$ cat src/rtl/timer_pkg.sv
// Shared types for the multi-channel timer.
//
// tmr_state_t : channel run state (IDLE / ACTIVE)
// tmr_mode_t  : behaviour on expiry (ONE_SHOT stops, PERIODIC reloads)
package timer_pkg;

    typedef enum logic {IDLE, ACTIVE} tmr_state_t;
    typedef enum logic {ONE_SHOT, PERIODIC} tmr_mode_t;

endpackage

$ cat src/rtl/timer_channel.sv
// One timer channel: counts prescaler ticks from a start event until it has
// seen 'target' ticks, then raises a registered one-cycle done pulse.
//
// Ports:
//   clk, rst    : clock, asynchronous active-high reset
//   tick        : time-unit tick from the shared prescaler
//   start       : load target/mode and (re)start counting
//   target      : number of ticks to expiry (0 means 2^DW via wrap)
//   periodic    : mode captured at start, 1 = reload on expiry
//   clr         : stop the channel without a done pulse
//   done        : registered expiry pulse
//   done_next   : value done will take after the next clock edge
//   active      : channel is ACTIVE
module timer_channel
    import timer_pkg::*;
#(
    parameter int DW = 16
) (
    input  logic          clk,
    input  logic          rst,
    input  logic          tick,
    input  logic          start,
    input  logic [DW-1:0] target,
    input  logic          periodic,
    input  logic          clr,
    output logic          done,
    output logic          done_next,
    output logic          active
);

    tmr_state_t    state;
    tmr_mode_t     mode;
    logic [DW-1:0] tgt;
    logic [DW-1:0] cnt;
    logic [DW-1:0] cnt_inc;

    // Expiry is only honoured when neither clr nor start claims the cycle,
    // so a coinciding clear or retrigger swallows the done pulse.
    always_comb begin
        cnt_inc   = cnt + DW'(1);
        done_next = 1'b0;
        if (!clr && !start && tick && (state == ACTIVE) && (cnt_inc == tgt)) begin
            done_next = 1'b1;
        end
    end

    // Channel state: clr has priority over start, start over tick.
    always_ff @(posedge clk or posedge rst) begin
        if (rst) begin
            state <= IDLE;
            mode  <= ONE_SHOT;
            tgt   <= '0;
            cnt   <= '0;
            done  <= 1'b0;
        end else begin
            done <= done_next;
            if (clr) begin
                if (state == ACTIVE) begin
                    state <= IDLE;
                    cnt   <= '0;
                end
            end else if (start) begin
                tgt   <= target;
                mode  <= periodic ? PERIODIC : ONE_SHOT;
                cnt   <= '0;
                state <= ACTIVE;
            end else if (tick && (state == ACTIVE)) begin
                if (done_next) begin
                    cnt <= '0;
                    if (mode == ONE_SHOT) begin
                        state <= IDLE;
                    end
                end else begin
                    cnt <= cnt_inc;
                end
            end
        end
    end

    assign active = (state == ACTIVE);

endmodule

$ cat src/rtl/multi_timer.sv
// Multi-channel timer: a shared enable-driven prescaler produces the
// time-unit tick consumed by NCH independent timer channels.
//
// Ports:
//   clk, rst    : clock, asynchronous active-high reset
//   en_i        : base time-unit enable strobes
//   prescale_i  : tick every (prescale_i+1) en_i strobes
//   start_i     : per-channel load-and-start / retrigger
//   target_i    : per-channel target, channel k in [k*DW +: DW]
//   periodic_i  : per-channel mode at start (1 = periodic)
//   clr_i       : per-channel stop/clear
//   done_o      : per-channel registered expiry pulse
//   active_o    : per-channel ACTIVE flag
//   irq_o       : registered OR of the done pulses, aligned with done_o
module multi_timer
    import timer_pkg::*;
#(
    parameter int NCH = 4,
    parameter int DW  = 16,
    parameter int PW  = 8
) (
    input  logic            clk,
    input  logic            rst,
    input  logic            en_i,
    input  logic [PW-1:0]   prescale_i,
    input  logic [NCH-1:0]  start_i,
    input  logic [NCH*DW-1:0] target_i,
    input  logic [NCH-1:0]  periodic_i,
    input  logic [NCH-1:0]  clr_i,
    output logic [NCH-1:0]  done_o,
    output logic [NCH-1:0]  active_o,
    output logic            irq_o
);

    logic [PW-1:0]  pre_cnt;
    logic           tick;
    logic [NCH-1:0] done_next;

    // Using >= rather than == lets the divider recover immediately if
    // prescale_i is lowered below the current count.
    assign tick = en_i && (pre_cnt >= prescale_i);

    // Prescaler advances only on enable strobes.
    always_ff @(posedge clk or posedge rst) begin
        if (rst) begin
            pre_cnt <= '0;
        end else if (en_i) begin
            pre_cnt <= tick ? '0 : pre_cnt + PW'(1);
        end
    end

    for (genvar k = 0; k < NCH; k++) begin : g_ch
        timer_channel #(
            .DW(DW)
        ) u_ch (
            .clk       (clk),
            .rst       (rst),
            .tick      (tick),
            .start     (start_i[k]),
            .target    (target_i[k*DW +: DW]),
            .periodic  (periodic_i[k]),
            .clr       (clr_i[k]),
            .done      (done_o[k]),
            .done_next (done_next[k]),
            .active    (active_o[k])
        );
    end

    // Built from the channels' next done values so it lines up with done_o.
    always_ff @(posedge clk or posedge rst) begin
        if (rst) begin
            irq_o <= 1'b0;
        end else begin
            irq_o <= |done_next;
        end
    end

endmodule
$ cat config.mk
export PLATFORM = sky130hd
export DESIGN_NAME = multi_timer
export DESIGN_NICKNAME = d
export VERILOG_FILES = /design/src/rtl/timer_pkg.sv /design/src/rtl/timer_channel.sv /design/src/rtl/multi_timer.sv
export SDC_FILE = /design/constraint.sdc
export NUM_CORES = 1
export LEC_CHECK = 0
export BUFFER_PORTS_ARGS = -buffer_cell sky130_fd_sc_hd__buf_2
export CAP_MARGIN = 30
export CORE_UTILIZATION = 30
export DETAILED_ROUTE_END_ITERATION = 6
export GPL_ROUTABILITY_DRIVEN = 1
export HOLD_SLACK_MARGIN = 0.15
export PLACE_DENSITY_LB_ADDON = 0.25
export SLEW_MARGIN = 10
export SYNTH_ARGS = -nofsm -noshare
export SYNTH_HDL_FRONTEND = slang
export SYNTH_HIERARCHICAL = 1
export SYNTH_SLANG_ARGS = --single-unit
$ cat constraint.sdc
create_clock -name clk -period 3.43 [get_ports clk]
set_input_delay 0.8575 -clock clk [delete_from_list [all_inputs] [get_ports clk]]
set_output_delay 0.8575 -clock clk [all_outputs]
set_load 0.01 [all_outputs]
-- Yosys cells after proc, flatten, opt, wreduce, memory -nomap -nowiden
Cells that the tools add are included.
- flip-flop bits (word level): 149
- latch bits: 0
- bits in writable memories: 0
- memory bits (read-only): 0
- bits of input ports: 87
- output and inout bits: 9
- word-level logic and storage cells: 143
- memories kept: 0
- $add $sub $neg: 5
- multiply operators: 0
- divide/modulo/power cells: 0
- $lt $le $gt $ge: 1
- equality and inequality tests: 12
- shift-type cells: 0
- mux-type cells: 49
- bitwise gates (word level): 4
- reduce and logical (&&, ||, !) cells: 50
- operators with widths (operator ; number):
    16-bit 2-to-1 mux ; 20
    16-bit by 1-bit adder with 16-bit output, second input constant ; 4
    16-bit equality test ; 4
    1-bit 2-to-1 mux ; 28
    3-bit nonzero test ; 8
    1-bit logical AND ; 21
    2-bit AND reduction ; 8
    3-bit inequality test, second input constant ; 4
    3-bit AND reduction ; 4
    8-bit by 1-bit adder with 8-bit output, second input constant ; 1
    8-bit greater-or-equal comparator ; 1
    1-bit logical NOT ; 8
    8-bit 2-to-1 mux ; 1
    2-bit by 1-bit inequality test with 1-bit output, second input constant ; 4
    1-bit NOT ; 4
    4-bit OR reduction ; 1

-- Longest topological paths before layout
Gate-level depths: netlist (run 1).
- depth in word-level cells: 10
- mapped depth: 16
- depth with buffers taken out: 12

-- Hierarchy
Netlist (run 1), hierarchy kept.
- modules (own cells, without submodules) (module ; instances ; cells each ; area each (um^2) ; seq. area each (um^2)):
    timer_channel ; 4 ; 224 ; 2218.4 ; 875.8
    multi_timer ; 1 ; 70 ; 664.4 ; 225.2

-- Worst setup path after synthesis (run 1)
No wires, ideal clock.
- path type: input to register
- start point: input prescale_i[5]
- end point: register g_ch[0].u_ch.cnt[10]
- library setup time: 0.126 ns
- arrival time: 3.535 ns
- data required time: 3.304 ns
- setup slack: -0.231 ns
- stages: 16
- path buffers: 4
- cell sequence: inv_1 ha_1 nand4_1 nor2_1 a211oi_4 nor2b_2 buf_6 nor4bb_1 buf_1 nand4b_1 nor4_1 and4_1 buf_6 nor2_4 buf_6 a221o_1
- word-level cells in the longest chain between the ends: 10
- elaborated cells between the ends (all ways): 13
- classes of those cells: order compare (1); mux (5); reduce/logical (7)
- RTL lines (what ; RTL line ; RTL):
    from (decl) ; multi_timer.sv:25 ; input logic [PW-1:0] prescale_i,
    8-bit greater-or-equal comparator * ; multi_timer.sv:41 ; assign tick = en_i && (pre_cnt >= prescale_i);
    1-bit logical AND * ; multi_timer.sv:41 ;
    net tick ; multi_timer.sv:36 ; logic tick;
    1-bit logical AND (3 in a row) ; timer_channel.sv:42 ; if (!clr && !start && tick && (state == ACTIVE) && (cnt_inc == tgt)) begin
    1-bit 2-to-1 mux ; timer_channel.sv:42 ;
    16-bit 2-to-1 mux ; timer_channel.sv:68 ; if (done_next) begin
    16-bit 2-to-1 mux ; timer_channel.sv:67 ; end else if (tick && (state == ACTIVE)) begin
    16-bit 2-to-1 mux ; timer_channel.sv:62 ; end else if (start) begin
    16-bit 2-to-1 mux ; timer_channel.sv:57 ; if (clr) begin
    to (signal assigned) ; timer_channel.sv:74 ; cnt <= cnt_inc;
    to (decl) ; timer_channel.sv:34 ; logic [DW-1:0] cnt;
The timed path passes the listed nets; every way through them passes the cells marked *. The select of a mux whose other input is x is not followed.
A chain may end at the register's enable or synchronous reset.

-- Worst setup path in the final report (run 1)
- start point: input prescale_i[2]
- end point: register g_ch[0].u_ch.cnt[7]
- word-level cells in the longest chain between the ends: 10
- elaborated cells between the ends (all ways): 13
- classes of those cells: order compare (1); mux (5); reduce/logical (7)
- RTL lines (what ; RTL line):
    8-bit greater-or-equal comparator * ; multi_timer.sv:41
    1-bit logical AND * ; multi_timer.sv:41
    1-bit logical AND (3 in a row) ; timer_channel.sv:42
    1-bit 2-to-1 mux ; timer_channel.sv:42
    16-bit 2-to-1 mux ; timer_channel.sv:68
    16-bit 2-to-1 mux ; timer_channel.sv:67
    16-bit 2-to-1 mux ; timer_channel.sv:62
    16-bit 2-to-1 mux ; timer_channel.sv:57
Every way passes the cells marked *; elsewhere a longest branch is shown, timed or not. The select of a mux whose other input is x is not followed.

==> qor.csv, run 1 <==
metric,value,unit
status,"finished, final reports clean",
DRT iter0 DRCs,467,
"Seq/Total Area, Yosys",39.1,%
Buf/Inv on CP,5,
Startpoint Class,input pin,
Most used DFF post-synth,dfrtp_1,
first-pass GRT wire length,40600,um
Least-Margin Pin Slew,752,ps
Final nets,1167,
WHS,482,ps
vias in the first global route,7694,
Die Ht,180,um
Worst-path clk slew,70,ps
initial antenna violation count,0,
register bit total from synthesis,149,
postcts setup bufs,0,
post-synthesis cell count,966,
Avg Inst Size Synth,9.87,sq um
worst hold path class,input pin to asynchronous set/reset pin,
"CP delay by family, top",simple AND/OR/NAND/NOR gates,
# setup viols final,0,
largest net degree at the start of global routing,36,
Switch Pwr,0.00133,W
drt total wl,24200,um
vias per cell,5.19,
share of flip-flops with an asynchronous set or reset,100,%
HPWL after DPL,17800,um
fin area,0.0113,sq mm
mapped cell area,0.00954,sq mm
Post-synth EDFFs,0,
worst endpoint required time,3730,ps
"Data arrival, critical path",3510,ps
Num CTS Buffers,17,
most frequent cells in the layout,"dfrtp_1 (149), nor2_1 (96), buf_2 (95), xnor2_1 (78), nand3_1 (68)",
via count,7667,
CTS tree,built,
Root Buffer,clkbuf_16,
Critical Path Max Stage Delay,320,ps
Leak,4.66,nW
"setup slack, reg-to-reg",290,ps
Layout Utilization,36.4,%
Max VDD drop,225,uV
switch share,27.8,%
fin crit share,93.5,%
row count,64,
Hold Buf Count CTS,0,
crit path time final,3210,ps
core area,0.0309,sq mm
Initial Utilization,30.9,%
combinational power share,16.4,%
worst-path maximum fanout,9,
pwr dens,425,mW/mm^2
port buffer count,95,
Max clock buf depth,2,
Top Ports,96,
share of cells above drive strength 1,28.2,%
Layout Area Growth over Synthesis,18.0,%
routability cong.,0.860,
crit path cell chain,"buf_2, inv_1, ha_1, nand2_1, o21ai_4, a211oi_4, nor2b_4, buf_4, nor4bb_1, buf_4, nand4b_1, nor4_1, and4_1, buf_4, nor2_1, a221o_1",
Final ANT Viol Nets,0,
Placed Instance Area,0.0106,sq mm
"Net Count, Synth",1066,
filler cell count,3168,
slew margin rel.,49.8,%
max_cap viols,0,
Slew Limit Fails,0,
"Hold Violations, Final",0,
clock skew,13.0,ps
DR DRC count,0,
Clk pwr share,40.8,%
Setup Crit Path Kind,input pin to flop,
Setup crit end kind,flop,
Clock Sink Count,149,
drt pass-1 iters,5,
Synth warnings,6,
Sum Neg Setup Slack,0,ps
routed len/inst,16.4,um
unrepaired setup endpoints after global routing,false,
sequential fraction of design power,42.8,%
n_diodes,0,
CP most frequent cell,buf_4,
fmax,0.312,GHz
count of cell types in the netlist,60,
total global-route track usage,15.5,%
clk_lat worst skew,430,ps
CTS H-Tree Depth,4,
CP max stage cell,and4_1,
gr ovfl total,0,
Total Die Area,0.0325,sq mm
Die Wd,180,um
"commonest non-fill, non-tap cell in the layout",dfrtp_1,
Int Pwr,0.00346,W
[cells by family after synthesis]
kind of cell / share of synthesized area, %
and+or+nand+nor: 24.8
buffers and inverters: 5.22
AOI/OAI and AO/OA: 12.8
DFF: 39.1
adders and majority gates: 1.71
xor gates and xnor gates: 8.82
muxes: 7.56
[power groups by stage]
stage | Sequential, W | Combinational [W] | Clock (W)
floorplan | 0.00204 | 0.000567 | 0
global placement | 0.00208 | 0.000766 | 0
detailed placement | 0.00208 | 0.000774 | 0
CTS | 0.00205 | 0.000780 | 0.00201
global route | 0.00207 | 0.000882 | 0.00208
finish | 0.00205 | 0.000785 | 0.00195
[final timing paths]
path,endpoint,startpoint,cells past startpoint
min reg2reg,g_ch[1].u_ch/mode,g_ch[1].u_ch/mode,1
min in group clk,g_ch[1].u_ch/mode,g_ch[1].u_ch/mode,1
max in group asynchronous,g_ch[2].u_ch/mode,rst,3
max reg2reg,g_ch[0].u_ch/cnt[7],pre_cnt[2],14
min,pre_cnt[4],rst,2
max,g_ch[0].u_ch/cnt[7],prescale_i[2],16
[area by class of cell]
class / count / area [sq um] / area share (%)
multi-input combinational: 716 / 5370 / 47.7
sequential: 149 / 3730 / 33.1
timing repair buffer: 152 / 932 / 8.29
tap: 396 / 495 / 4.40
clock buffer: 18 / 429 / 3.81
clock inverter: 14 / 178 / 1.58
inverter: 31 / 116 / 1.03
[sequential cells by signal, indices dropped and copies added (netlist names)]
signal	flops
g_ch.u_ch/active	4
g_ch.u_ch/cnt	64
g_ch.u_ch/done	4
g_ch.u_ch/mode	4
g_ch.u_ch/tgt	64
irq_o	1
pre_cnt	8
[worst reg2reg max path: stages, from the launching register on]
cell	delay [ps]
dfrtp_1	440
ha_1	340
nand2_1	90
o21ai_4	190
a211oi_4	100
nor2b_4	160
buf_4	130
nor4bb_1	200
buf_4	170
nand4b_1	90
nor4_1	260
and4_1	320
buf_4	200
nor2_1	60
a221o_1	260
[synthesized netlist by cell type, types with 17 or more instances]
| cell type | instances | share of area, % |
|---|---|---|
| nand3_1 | 68 | 3.6 |
| inv_1 | 29 | 1.1 |
| a221o_1 | 52 | 5.5 |
| clkbuf_1 | 24 | 0.94 |
| xor2_1 | 18 | 1.7 |
| mux2_2 | 64 | 7.6 |
| nor2_1 | 97 | 3.8 |
| nor4_1 | 28 | 1.8 |
| xnor2_1 | 78 | 7.2 |
| nor2b_1 | 17 | 1.1 |
| nand2_1 | 46 | 1.8 |
| dfrtp_1 | 149 | 39 |
| buf_2 | 29 | 1.5 |
| nand4_1 | 19 | 1.2 |
[layer usage]
layer	vias to the layer above	track usage, %	part of all wire, %
met1	3722	21.2	48
met5	-	0	0
met3	16	2.65	4.0
met4	0	5.03	1.4
li1	3774	-	-
met2	155	24.8	46
[repair_timing]
action                                  CTS  global route
gates resized for setup                   1            10
pin swaps                                 0             2
gates cloned                              0             0
endpoints found under the setup margin    1            46
endpoints found under the hold margin     0             0
[through the flow]
step	total power, W	worst slack [ps]	instances
final	0.00479	224	1476
after detailed placement	0.00286	-442	1444
after global placement	0.00285	-429	1444
after global routing	0.00504	32.5	1476
after CTS	0.00484	100	1476
after floorplan	0.00260	26.7	966
Power figures use the tool's default switching activity.
==> inputs of run 2 (changes only) <==
--- a/config.mk
+++ b/config.mk
@@ -11,6 +11,7 @@
 export DETAILED_ROUTE_END_ITERATION = 6
 export GPL_ROUTABILITY_DRIVEN = 1
 export HOLD_SLACK_MARGIN = 0.15
+export MAX_ROUTING_LAYER = met4
 export PLACE_DENSITY_LB_ADDON = 0.25
 export SLEW_MARGIN = 10
 export SYNTH_ARGS = -nofsm -noshare
==> run 2 against run 1 <==
Net effect:
- die area is the same
- sequential share of layout area did not move
- hold slack got worse by 3.1 ps
- critical path type unchanged
- critical endpoint is now g_ch[0].u_ch/cnt[4]
- largest power group unchanged
==> qor.csv, run 2 (synthesized netlist as in run 1, its figures left out) <==
metric,value,unit,change
status,"finished, final reports clean",,
Hold Buf Count CTS,0,,unchanged
filler cell count,3168,,unchanged
row count,64,,unchanged
slew margin rel.,49.9,%,about the same
worst-path maximum fanout,7,,-2
Setup Crit Path Kind,input pin to flop,,
Int Pwr,0.00346,W,about the same
final setup margin,225,ps,+1.03 ps
n_diodes,0,,unchanged
area occupied by multi-input gates,0.00537,sq mm,unchanged
"commonest non-fill, non-tap cell in the layout",dfrtp_1,,
fin crit share,93.4,%,about the same
Least-Margin Pin Slew,751,ps,-0.597 ps
CP max stage cell,and4_1,,
Worst-path clk slew,70,ps,about the same
clk_lat worst skew,430,ps,about the same
combinational power share,16.4,%,about the same
DRT iter0 DRCs,463,,-0.86%
Layout Area Growth over Synthesis,18.0,%,unchanged
Final nets,1167,,unchanged
clock skew,12.0,ps,-1.04 ps
vias in the first global route,7694,,unchanged
unrepaired setup endpoints after global routing,false,,
placed cell count,1444,,unchanged
CP most frequent cell,buf_4,,
routed len/inst,16.4,um,+0.24%
Num CTS Buffers,17,,unchanged
Clk pwr share,40.9,%,about the same
Clock Sink Count,149,,unchanged
CTS H-Tree Depth,4,,unchanged
sequential fraction of design power,42.7,%,about the same
Placed Instance Area,0.0106,sq mm,unchanged
vias per cell,5.21,,+0.39%
core area,0.0309,sq mm,unchanged
switch share,27.9,%,+0.064 points
Initial Utilization,30.9,%,unchanged
crit path cell chain,"buf_2, inv_1, ha_1, nand2_1, o21ai_4, a211oi_4, nor2b_4, buf_4, nor4bb_1, buf_4, nand4b_1, nor4_1, and4_1, buf_4, nor4_1, a221o_1",,
Max VDD drop,229,uV,+1.6%
Die Wd,180,um,unchanged
"Hold Violations, Final",0,,unchanged
Setup crit end kind,flop,,
Slew Limit Fails,0,,unchanged
"Data arrival, critical path",3510,ps,about the same
Sum Neg Setup Slack,0,ps,unchanged
largest net degree at the start of global routing,36,,unchanged
worst endpoint required time,3740,ps,about the same
most frequent cells in the layout,"dfrtp_1 (149), nor2_1 (96), buf_2 (95), xnor2_1 (78), nand3_1 (68)",,
Leak,4.66,nW,unchanged
max_cap viols,0,,unchanged
# setup viols final,0,,unchanged
Die Ht,180,um,unchanged
routability cong.,0.874,,+1.6%
Critical Path Max Stage Delay,320,ps,about the same
initial antenna violation count,0,,unchanged
Root Buffer,clkbuf_16,,
via count,7697,,+0.39%
fin cells,1476,,unchanged
gr ovfl total,0,,unchanged
CTS tree,built,,
Final ANT Viol Nets,0,,unchanged
pwr dens,426,mW/mm^2,about the same
share of cells above drive strength 1,28.2,%,unchanged
Startpoint Class,input pin,,
FF/Latch Area,0.00373,sq mm,unchanged
drt total wl,24200,um,+0.24%
fmax,0.312,GHz,about the same
worst hold path class,input pin to asynchronous set/reset pin,,
first-pass GRT wire length,40700,um,+0.10%
port buffer count,95,,unchanged
Top Ports,96,,unchanged
HPWL after DPL,17800,um,unchanged
fin area,0.0113,sq mm,unchanged
crit path time final,3210,ps,-1.03 ps
drt pass-1 iters,5,,unchanged
Largest regs,"g_ch.u_ch/cnt: 64 flops, g_ch.u_ch/tgt: 64 flops, pre_cnt: 8 flops",,
Total Die Area,0.0325,sq mm,unchanged
total global-route track usage,16.0,%,+0.48 points
DR DRC count,0,,unchanged
Placement Setup Slack,-442,ps,unchanged
Switch Pwr,0.00133,W,+0.31%
Max clock buf depth,2,,unchanged
-- run 2: through the flow --
step	total power (W)	hold WS (ps)	utilization (%)
finish	0.00479	479	36.4
global route	0.00504	494	36.4
CTS	0.00484	482	36.2
detailed placement	0.00286	497	34.2
global placement	0.00285	494	34.2
floorplan	0.00260	481	-
-- run 2: layout make-up --
cell class / count / area share [%]
clock inverters: 14 / 1.58
well taps: 396 / 4.40
clock buffers: 18 / 3.81
flip-flops and latches: 149 / 33.1
inverters: 31 / 1.03
repair buffers: 152 / 8.29
multi-input cells: 716 / 47.7
-- run 2: path summary, 6_finish.rpt --
kind / from / end / slack [ps] / depth (start not counted)
setup / recovery: prescale_i[2] / g_ch[0].u_ch/cnt[4] / 220 / 16
hold / removal: rst / pre_cnt[2] / 480 / 2
setup reg to reg: pre_cnt[2] / g_ch[0].u_ch/cnt[4] / 280 / 14
hold reg to reg: g_ch[1].u_ch/mode / g_ch[1].u_ch/mode / 520 / 1
max in group asynchronous: rst / g_ch[2].u_ch/mode / 2240 / 3
min in group clk: g_ch[1].u_ch/mode / g_ch[1].u_ch/mode / 520 / 1
-- run 2: power by group through the flow --
| stage | clock [W] | sequential [W] | combinational [W] |
|---|---|---|---|
| after global routing | 0.00208 | 0.00207 | 0.000882 |
| after global placement | 0 | 0.00208 | 0.000766 |
| final | 0.00196 | 0.00205 | 0.000785 |
| after CTS | 0.00201 | 0.00205 | 0.000780 |
| after detailed placement | 0 | 0.00208 | 0.000774 |
| after floorplan | 0 | 0.00204 | 0.000567 |
-- run 2: layer usage --
layer  track usage [%]  wire, um  vias to the layer above
met5                 -         0                        -
met1              21.2     11600                     3730
met2              24.8     11200                      177
li1                  -         -                     3770
met4              5.03       366                        0
met3              2.59      1070                       20
-- run 2: what timing repair did --
| action | CTS | global route |
|---|---|---|
| setup buffers | 0 | 0 |
| setup endpoints to repair | 1 | 46 |
| resized for setup | 1 | 10 |
| pin swaps | 0 | 2 |
-- run 2: critical path, delay by kind of cell --
| family | cells | cell delay [ps] |
|---|---|---|
| buf+inv | 5 | 610 |
| compound gates | 3 | 560 |
| fa+ha+maj | 1 | 300 |
| simple gates | 7 | 1170 |
